<file path="src/rtl/traffic_phase_scheduler.sv">
// traffic_phase_scheduler
//
// Phase sequencer for a two-road intersection. X is the main road and Y is
// the side road. The cycle runs through these phases:
//   X_GREEN -> X_BLINK -> RED_XY -> Y_GREEN -> Y_BLINK -> RED_YX -> X_GREEN
// All timing advances only on cycles where the shared timebase 'tick' is 1.
// X stays green past its minimum dwell until side-road demand arrives.
//
// Optional feature: define EMERG_PREEMPT_EN to enable emergency preemption.
//   - emerg in Y_GREEN forces Y_BLINK on the next tick.
//   - emerg in X_GREEN blocks the X exit.
// When EMERG_PREEMPT_EN is undefined, the emerg input is ignored.
//
// Ports:
//   clk         clock
//   rst         synchronous reset, active-high
//   tick        single-cycle timebase enable
//   req_y       side-road demand (level or pulse)
//   emerg       emergency preempt request
//   Gx, Rx      X green / red lamps
//   Gy, Ry      Y green / red lamps
//   phase       current state encoding
//   remain      ticks remaining in the current phase
//   phase_start one-cycle pulse on the cycle after a state change
module traffic_phase_scheduler #(
  parameter int TX_TICKS     = 300,
  parameter int TY_TICKS     = 150,
  parameter int BLINK_TICKS  = 40,
  parameter int BLINK_HALF   = 10,
  parameter int ALLRED_TICKS = 20,
  parameter int CW           = 12
) (
  input  logic          clk,
  input  logic          rst,
  input  logic          tick,
  input  logic          req_y,
  input  logic          emerg,
  output logic          Gx,
  output logic          Rx,
  output logic          Gy,
  output logic          Ry,
  output logic [2:0]    phase,
  output logic [CW-1:0] remain,
  output logic          phase_start
);

  typedef enum logic [2:0] {
    X_GREEN = 3'd0,
    X_BLINK = 3'd1,
    RED_XY  = 3'd2,
    Y_GREEN = 3'd3,
    Y_BLINK = 3'd4,
    RED_YX  = 3'd5
  } state_e;

  // Reload values: each is the phase length minus one.
  localparam logic [CW-1:0] X_GREEN_LAST = CW'(TX_TICKS - BLINK_TICKS - 1);
  localparam logic [CW-1:0] Y_GREEN_LAST = CW'(TY_TICKS - BLINK_TICKS - 1);
  localparam logic [CW-1:0] BLINK_LAST   = CW'(BLINK_TICKS - 1);
  localparam logic [CW-1:0] ALLRED_LAST  = CW'(ALLRED_TICKS - 1);
  localparam logic [CW-1:0] HALF_W       = CW'(BLINK_HALF);

  state_e        state_q, state_d;
  logic [CW-1:0] cnt_q, cnt_d;
  logic          pend_q, pend_d;
  logic          phase_start_q, phase_start_d;

  logic          emerg_force;
  logic          emerg_hold;
  logic          state_legal;
  logic [CW-1:0] elapsed;
  logic [CW-1:0] half_idx;
  logic          blink;

`ifdef EMERG_PREEMPT_EN
  assign emerg_force = emerg && (state_q == Y_GREEN);
  assign emerg_hold  = emerg && (state_q == X_GREEN);
`else
  logic unused_emerg;
  assign unused_emerg = emerg;
  assign emerg_force  = 1'b0;
  assign emerg_hold   = 1'b0;
`endif

  assign state_legal = (state_q <= RED_YX);

  // Next-state logic. On a tick, a non-zero count decrements. A zero count
  // evaluates the transition and reloads the count for the new phase.
  // X_GREEN with no demand keeps its count at 0, so it re-evaluates on
  // every later tick.
  always_comb begin
    state_d = state_q;
    cnt_d   = cnt_q;
    pend_d  = pend_q | req_y;
    if (!state_legal) begin
      state_d = RED_YX;
      cnt_d   = ALLRED_LAST;
    end else if (tick) begin
      if (emerg_force) begin
        state_d = Y_BLINK;
        cnt_d   = BLINK_LAST;
      end else if (cnt_q != '0) begin
        cnt_d = cnt_q - CW'(1);
      end else begin
        case (state_q)
          X_GREEN: begin
            if ((pend_q || req_y) && !emerg_hold) begin
              state_d = X_BLINK;
              cnt_d   = BLINK_LAST;
            end
          end
          X_BLINK: begin
            state_d = RED_XY;
            cnt_d   = ALLRED_LAST;
          end
          RED_XY: begin
            state_d = Y_GREEN;
            cnt_d   = Y_GREEN_LAST;
          end
          Y_GREEN: begin
            state_d = Y_BLINK;
            cnt_d   = BLINK_LAST;
          end
          Y_BLINK: begin
            state_d = RED_YX;
            cnt_d   = ALLRED_LAST;
          end
          default: begin
            state_d = X_GREEN;
            cnt_d   = X_GREEN_LAST;
          end
        endcase
      end
    end
    // Entering Y_GREEN serves the demand. This clear overrides a
    // simultaneous req_y.
    if ((state_d == Y_GREEN) && (state_q != Y_GREEN)) begin
      pend_d = 1'b0;
    end
    phase_start_d = (state_d != state_q);
  end

  always_ff @(posedge clk) begin
    if (rst) begin
      state_q       <= RED_YX;
      cnt_q         <= ALLRED_LAST;
      pend_q        <= 1'b0;
      phase_start_q <= 1'b0;
    end else begin
      state_q       <= state_d;
      cnt_q         <= cnt_d;
      pend_q        <= pend_d;
      phase_start_q <= phase_start_d;
    end
  end

  // The blink lamp starts off. It toggles every BLINK_HALF ticks of elapsed
  // blink time. The result is used only in blink states, where cnt_q is at
  // most BLINK_LAST.
  assign elapsed  = BLINK_LAST - cnt_q;
  assign half_idx = elapsed / HALF_W;
  assign blink    = half_idx[0];

  always_comb begin
    Gx = 1'b0;
    Rx = 1'b0;
    Gy = 1'b0;
    Ry = 1'b0;
    case (state_q)
      X_GREEN: begin Gx = 1'b1;  Ry = 1'b1; end
      X_BLINK: begin Gx = blink; Ry = 1'b1; end
      Y_GREEN: begin Gy = 1'b1;  Rx = 1'b1; end
      Y_BLINK: begin Gy = blink; Rx = 1'b1; end
      default: begin Rx = 1'b1;  Ry = 1'b1; end
    endcase
  end

  assign phase       = state_q;
  assign remain      = cnt_q;
  assign phase_start = phase_start_q;

endmodule
</file>
<file path="config.mk">
export PLATFORM = sky130hd
export DESIGN_NAME = traffic_phase_scheduler
export DESIGN_NICKNAME = d
export VERILOG_FILES = /design/src/rtl/traffic_phase_scheduler.sv
export SDC_FILE = /design/constraint.sdc
export NUM_CORES = 1
export LEC_CHECK = 0
export ABC_CLOCK_PERIOD_IN_PS = 8900
export BUFFER_PORTS_ARGS = -buffer_cell sky130_fd_sc_hd__buf_2
export CAP_MARGIN = 5
export CORE_AREA = 2 2 76 78
export CTS_CLUSTER_SIZE = 10
export DETAILED_ROUTE_END_ITERATION = 10
export DIE_AREA = 0 0 78 80
export GPL_ROUTABILITY_DRIVEN = 0
export GPL_TIMING_DRIVEN = 0
export MAX_ROUTING_LAYER = met4
export PLACE_DENSITY = 0.67
export SYNTH_ARGS = -nofsm -noshare
export SYNTH_HDL_FRONTEND = slang
export SYNTH_SLANG_ARGS = --single-unit
</file>
<file path="constraint.sdc">
create_clock -name clk -period 8.9 [get_ports clk]
set_clock_uncertainty 0.1 [all_clocks]
set_input_delay 0.445 -clock clk [delete_from_list [all_inputs] [get_ports clk]]
set_output_delay 0.445 -clock clk [all_outputs]
set_load 0.02 [all_outputs]
</file>
==> Word-level counts from Yosys, hierarchy flattened <==
Cells that the tools add are included.
Widths: inputs -> output; s select.
{ "totals": {"inputBits": 5, "out_inout_bits": 20, "word_cells": 40, "ff_bits": 17} }
{ "op_classes": {"div": 1, "n_reduce_logical": 10, "mux": 12, "addsub": 2, "magnitude_cmp": 1, "eq_ne": 8, "n_bitwise": 2} }
{ "op_table": {"columns": ["cell", "n"], "rows": [
  ["$pmux 12 s4", 1],
  ["$mux 12", 2],
  ["$pmux 3 s5", 1],
  ["$div 12x4->12 const B", 1],
  ["$mux 3", 4],
  ["$reduce_bool 12->1", 1],
  ["$sub 12x1->12 const B", 1],
  ["$sub 6x12->12 const A", 1],
  ["$reduce_or 2->1", 5],
  ["$eq 3x2->1 const B", 3],
  ["$pmux 1 s2", 2],
  ["$eq 3x1->1 const B", 1],
  ["$eq 3x3->1 const B", 1],
  ["$le 3x3->1 const B", 1],
  ["$logic_not 3->1", 1],
  ["$ne 3x2->1 const B", 1],
  ["$ne 3x3->1", 1],
  ["$ne 3x3->1 const B", 1],
  ["$mux 1", 2],
  ["$reduce_and 2->1", 1],
  ["$logic_and 1x1->1", 1],
  ["$logic_or 1x1->1", 1],
  ["$not 1->1", 1],
  ["$or 1x1->1", 1]
]} }

==> Longest topological paths before layout <==
{ "depth": {"depth_word": 9, "ltp_mapped": 17} }

==> Worst setup path before layout <==
Ideal clock, no wire load.
{ "synth_path": {"kind": "reg2out", "start": "register cnt_q[3], in the netlist remain[3]", "end": "output Gy", "path_buffers": 2, "t_arrival_ps": 4401, "setup_slack_ps": 3954, "required_time_ps": 8355, "stages_incl_launch_ff": 17, "path_cell_list": "dfxtp_1 -> clkbuf_1 -> inv_1 -> ha_1 -> nor2b_1 -> or3_1 -> nand2_1 -> or3_1 -> nand3_1 -> nand3_1 -> a311o_1 -> buf_6 -> a221oi_4 -> a211oi_1 -> a211oi_2 -> nor4_1 -> nor3_1"} }
{ "synth_via": {"elab_chain_len": 3} }
{ "synth_rtl": {"columns": ["element", "line_no", "source"], "rows": [
  ["start, declared", "64", "logic [CW-1:0] cnt_q, cnt_d;"],
  ["start signal, assigned", "151", "cnt_q <= cnt_d;"],
  ["$sub 6x12->12", "160", "assign elapsed = BLINK_LAST - cnt_q;"],
  ["$div 12x4->12", "161", "assign half_idx = elapsed / HALF_W;"],
  ["$pmux 1 s2", "169", "case (state_q)"],
  ["end, declared", "40", "output logic Gy,"]
]} }
Every way passes these cells.

==> Worst setup path in the final report <==
{ "layout_path": {"start": "register cnt_q[3], in the netlist remain[3]", "end": "output Gx"} }
{ "layout_via": {"elab_chain_len": 3} }
{ "layout_rtl": {"columns": ["element", "line_no", "source"], "rows": [
  ["$sub 6x12->12", "160", null],
  ["$div 12x4->12", "161", null],
  ["$pmux 1 s2", "169", null],
  ["end, declared", "38", "output logic Gx,"]
]} }
Every way passes these cells.

==> qor.csv <==
stage;metric;value;unit
logic_synthesis;largest cells by area after synthesis;dfxtp_1, nor3_1, o21ai_0;
timing;shortest period the worst path allows;5.82;ns
finish;most frequent cells in the layout;buf_2, nor3_1, o21ai_0, nor2_1, a21oi_1;
power;worst vdd ir;0.0838;mV
logic_synthesis;Primary FF master, synth;dfxtp_1;
clock_network;Post-CTS Resized;0;
grt;Tot GR Track Use;0.205;
timing;hold slack;0.339;ns
timing;Setup TNS;0;ns
finish;layout cell share with drive strength beyond 1;0.160;
grt;first-pass GRT wire length;10.6;mm
routing;DRT antenna net count;0;
clock_network;Setup Buffers After CTS;0;
floorplanning;Die Height;80;um
routing;Starting DRT DRC Count;226;
finish;Layout area overhead;11.9;%
clock_network;total CTS buffers;3;
timing;Final Slew Violations;0;
floorplanning;DIE WIDTH;78;um
worst_setup_path;CP bufs+invs;3;
place;Detail Placement HPWL;4.46;mm
clock_network;CTS root buf;clkbuf_8;
routing;drc violations;0;
floorplanning;Die Area;0.00624;mm2
timing;RSZ-0062 raised after global routing;false;
clock_network;cts hold-fix bufs;0;
logic_synthesis;Avg Inst Size Synth;7.38;um2
logic_synthesis;Synth top area share;0.161;
logic_synthesis;asr flop ratio synth;0;
place;PortBufs;23;
logic_synthesis;register bit total from synthesis;17;
logic_synthesis;cell count after synthesis;286;
worst_setup_path;crit-path cells;clkbuf_1 -> inv_1 -> ha_1 -> nor2b_1 -> or3_1 -> nand2_1 -> or3_1 -> nand3_1 -> nand3_1 -> a311oi_1 -> nor2_1 -> o211a_1 -> a211oi_2 -> o21ai_1 -> a41oi_1 -> buf_2;
logic_synthesis;Syn Nets;295;
clock_network;H-Tree Depth;1;
clock_network;clock buffer depth;2;
clock_network;insertion delay to the later sink of the worst-skew pair;0.26;ns
grt;number of global-route vias before repair;2265;
grt;total gr overflow;0;
floorplanning;Ports;25;
worst_setup_path;CP Max Fanout;10;
clock_network;CTS Sinks;17;
worst_setup_path;startpoint types;register;
logic_synthesis;synth warn;0;
worst_hold_path;Worst Hold Class;in -> reg;
timing;f_max;172;MHz
timing;final setup vio count;0;
grt;initial antenna violation count;0;
timing;Slew HR;0.434;
timing;slew at the pin closest to its max-slew limit;0.844;ns
routing;drt first pass iters;4;
logic_synthesis;sequential-to-total area share from yosys stat;0.161;
routing;DR WL/cell;15.4;um
worst_setup_path;CP Class;reg -> out;
routing;total number of vias;2391;
worst_setup_path;slowest CP cell;a311oi_1;
logic_synthesis;cell taking the most area after synthesis;dfxtp_1;
finish;commonest non-fill, non-tap cell in the layout;buf_2;
clock_network;Clk pin slew, worst setup/hold paths;0.07;ns
floorplanning;Core Rows;27;
logic_synthesis;Cell Area, Synth;0.00211;mm2
finish;Final #Nets;323;
job;MaxCap Viol Count;0;
timing;final period utilization;0.654;
finish;diode count;0;
worst_setup_path;delay-heaviest family, CP;simple AND/OR/NAND/NOR gates;
timing;final hold vios;0;
worst_setup_path;Setup crit end kind;primary output;
clock_network;CTS tree;built;
logic_synthesis;Post-synth EDFFs;0;
floorplanning;Initial Util;0.390;
worst_setup_path;CP peak stage delay;0.76;ns
worst_setup_path;CP arrival;5.28;ns
worst_setup_path;worst path required time;8.36;ns
logic_synthesis;Netlist cell types;63;
floorplanning;core area;0.00541;mm2
power;Lkg Pwr;0.892;nW
routing;drt total wl;5.92;mm
outcome;outcome;completed;
power;pwr/cell area;77.4;mW/mm2
routing;post-DR vias/cell;6.21;
grt;largest net degree at the start of global routing;11;
-- final cells by class --
cell class / instances / area (um2)
buffer: 19 / 98.8
clock buffer: 3 / 41.3
clock inverter: 1 / 5.00
fill: 570 / 3040
inverter: 7 / 26.3
multi-input combinational: 243 / 1640
sequential: 17 / 340
tap: 72 / 90.1
timing repair buffer: 23 / 115
-- power by group --
part	internal, mW	leakage (nW)	switching, mW
Combinational	0.0172	0.729	0.0258
Clock	0.0311	0.0255	0.0282
Sequential	0.0777	0.138	0.00262
-- Yosys cell counts (5+ instances only) --
library cell,n
nor2_1,19
o211ai_1,8
xnor2_1,10
nand2_1,16
clkbuf_1,12
nor3_1,20
a21oi_1,18
a211oi_1,9
dfxtp_1,17
a311oi_1,6
o21ai_0,19
nand3_1,14
nor4_1,5
inv_1,7
nand4_1,5
or3_1,7
-- sequential cells by signal, summed over array words and instances (netlist names) --
signal and count:
remain 12, phase 3, pend_q 1, phase_start 1
-- layer usage --
| metal | wire length [um] | up-vias | track usage | share of wire |
|---|---|---|---|---|
| met5 | 0 | - | - | 0 |
| met1 | 2860 | 1137 | 0.275 | 0.48 |
| li1 | - | 1184 | - | - |
| met2 | 2790 | 64 | 0.343 | 0.47 |
| met4 | 43 | 0 | 0.0333 | 0.0073 |
| met3 | 225 | 6 | 0.0192 | 0.038 |
-- per-stage QoR --
stage	setup slack, ns	cell area, um2	std cells	utilization	total power [mW]
2_1_floorplan	3.95	2110	286	-	0.114
3_3_place_gp	3.53	2310	381	0.428	0.124
3_5_place_dp	3.39	2310	381	0.428	0.124
4_1_cts	3.10	2360	385	0.437	0.183
5_1_grt	2.50	2360	385	0.437	0.192
6_report	3.08	2360	385	0.437	0.183
-- cells by family after synthesis --
kind of cell | count (synthesis) | synth area share
buf+inv | 26 | 0.0593
compound gates | 106 | 0.372
flops | 17 | 0.161
fa+ha+maj | 4 | 0.0237
simple gates | 115 | 0.300
mux | 4 | 0.0255
xor+xnor | 14 | 0.0581
-- path summary, 6_finish.rpt --
check	end	startpoint	cells past startpoint	slack [ns]
worst min-delay path	phase_start	rst	2	0.34
worst min register to register	pend_q	pend_q	2	0.40
worst max-delay path	Gx	remain[3]	16	3.08
worst max register to register	remain[9]	remain[7]	8	5.86
(Power assumes the default switching activity.)
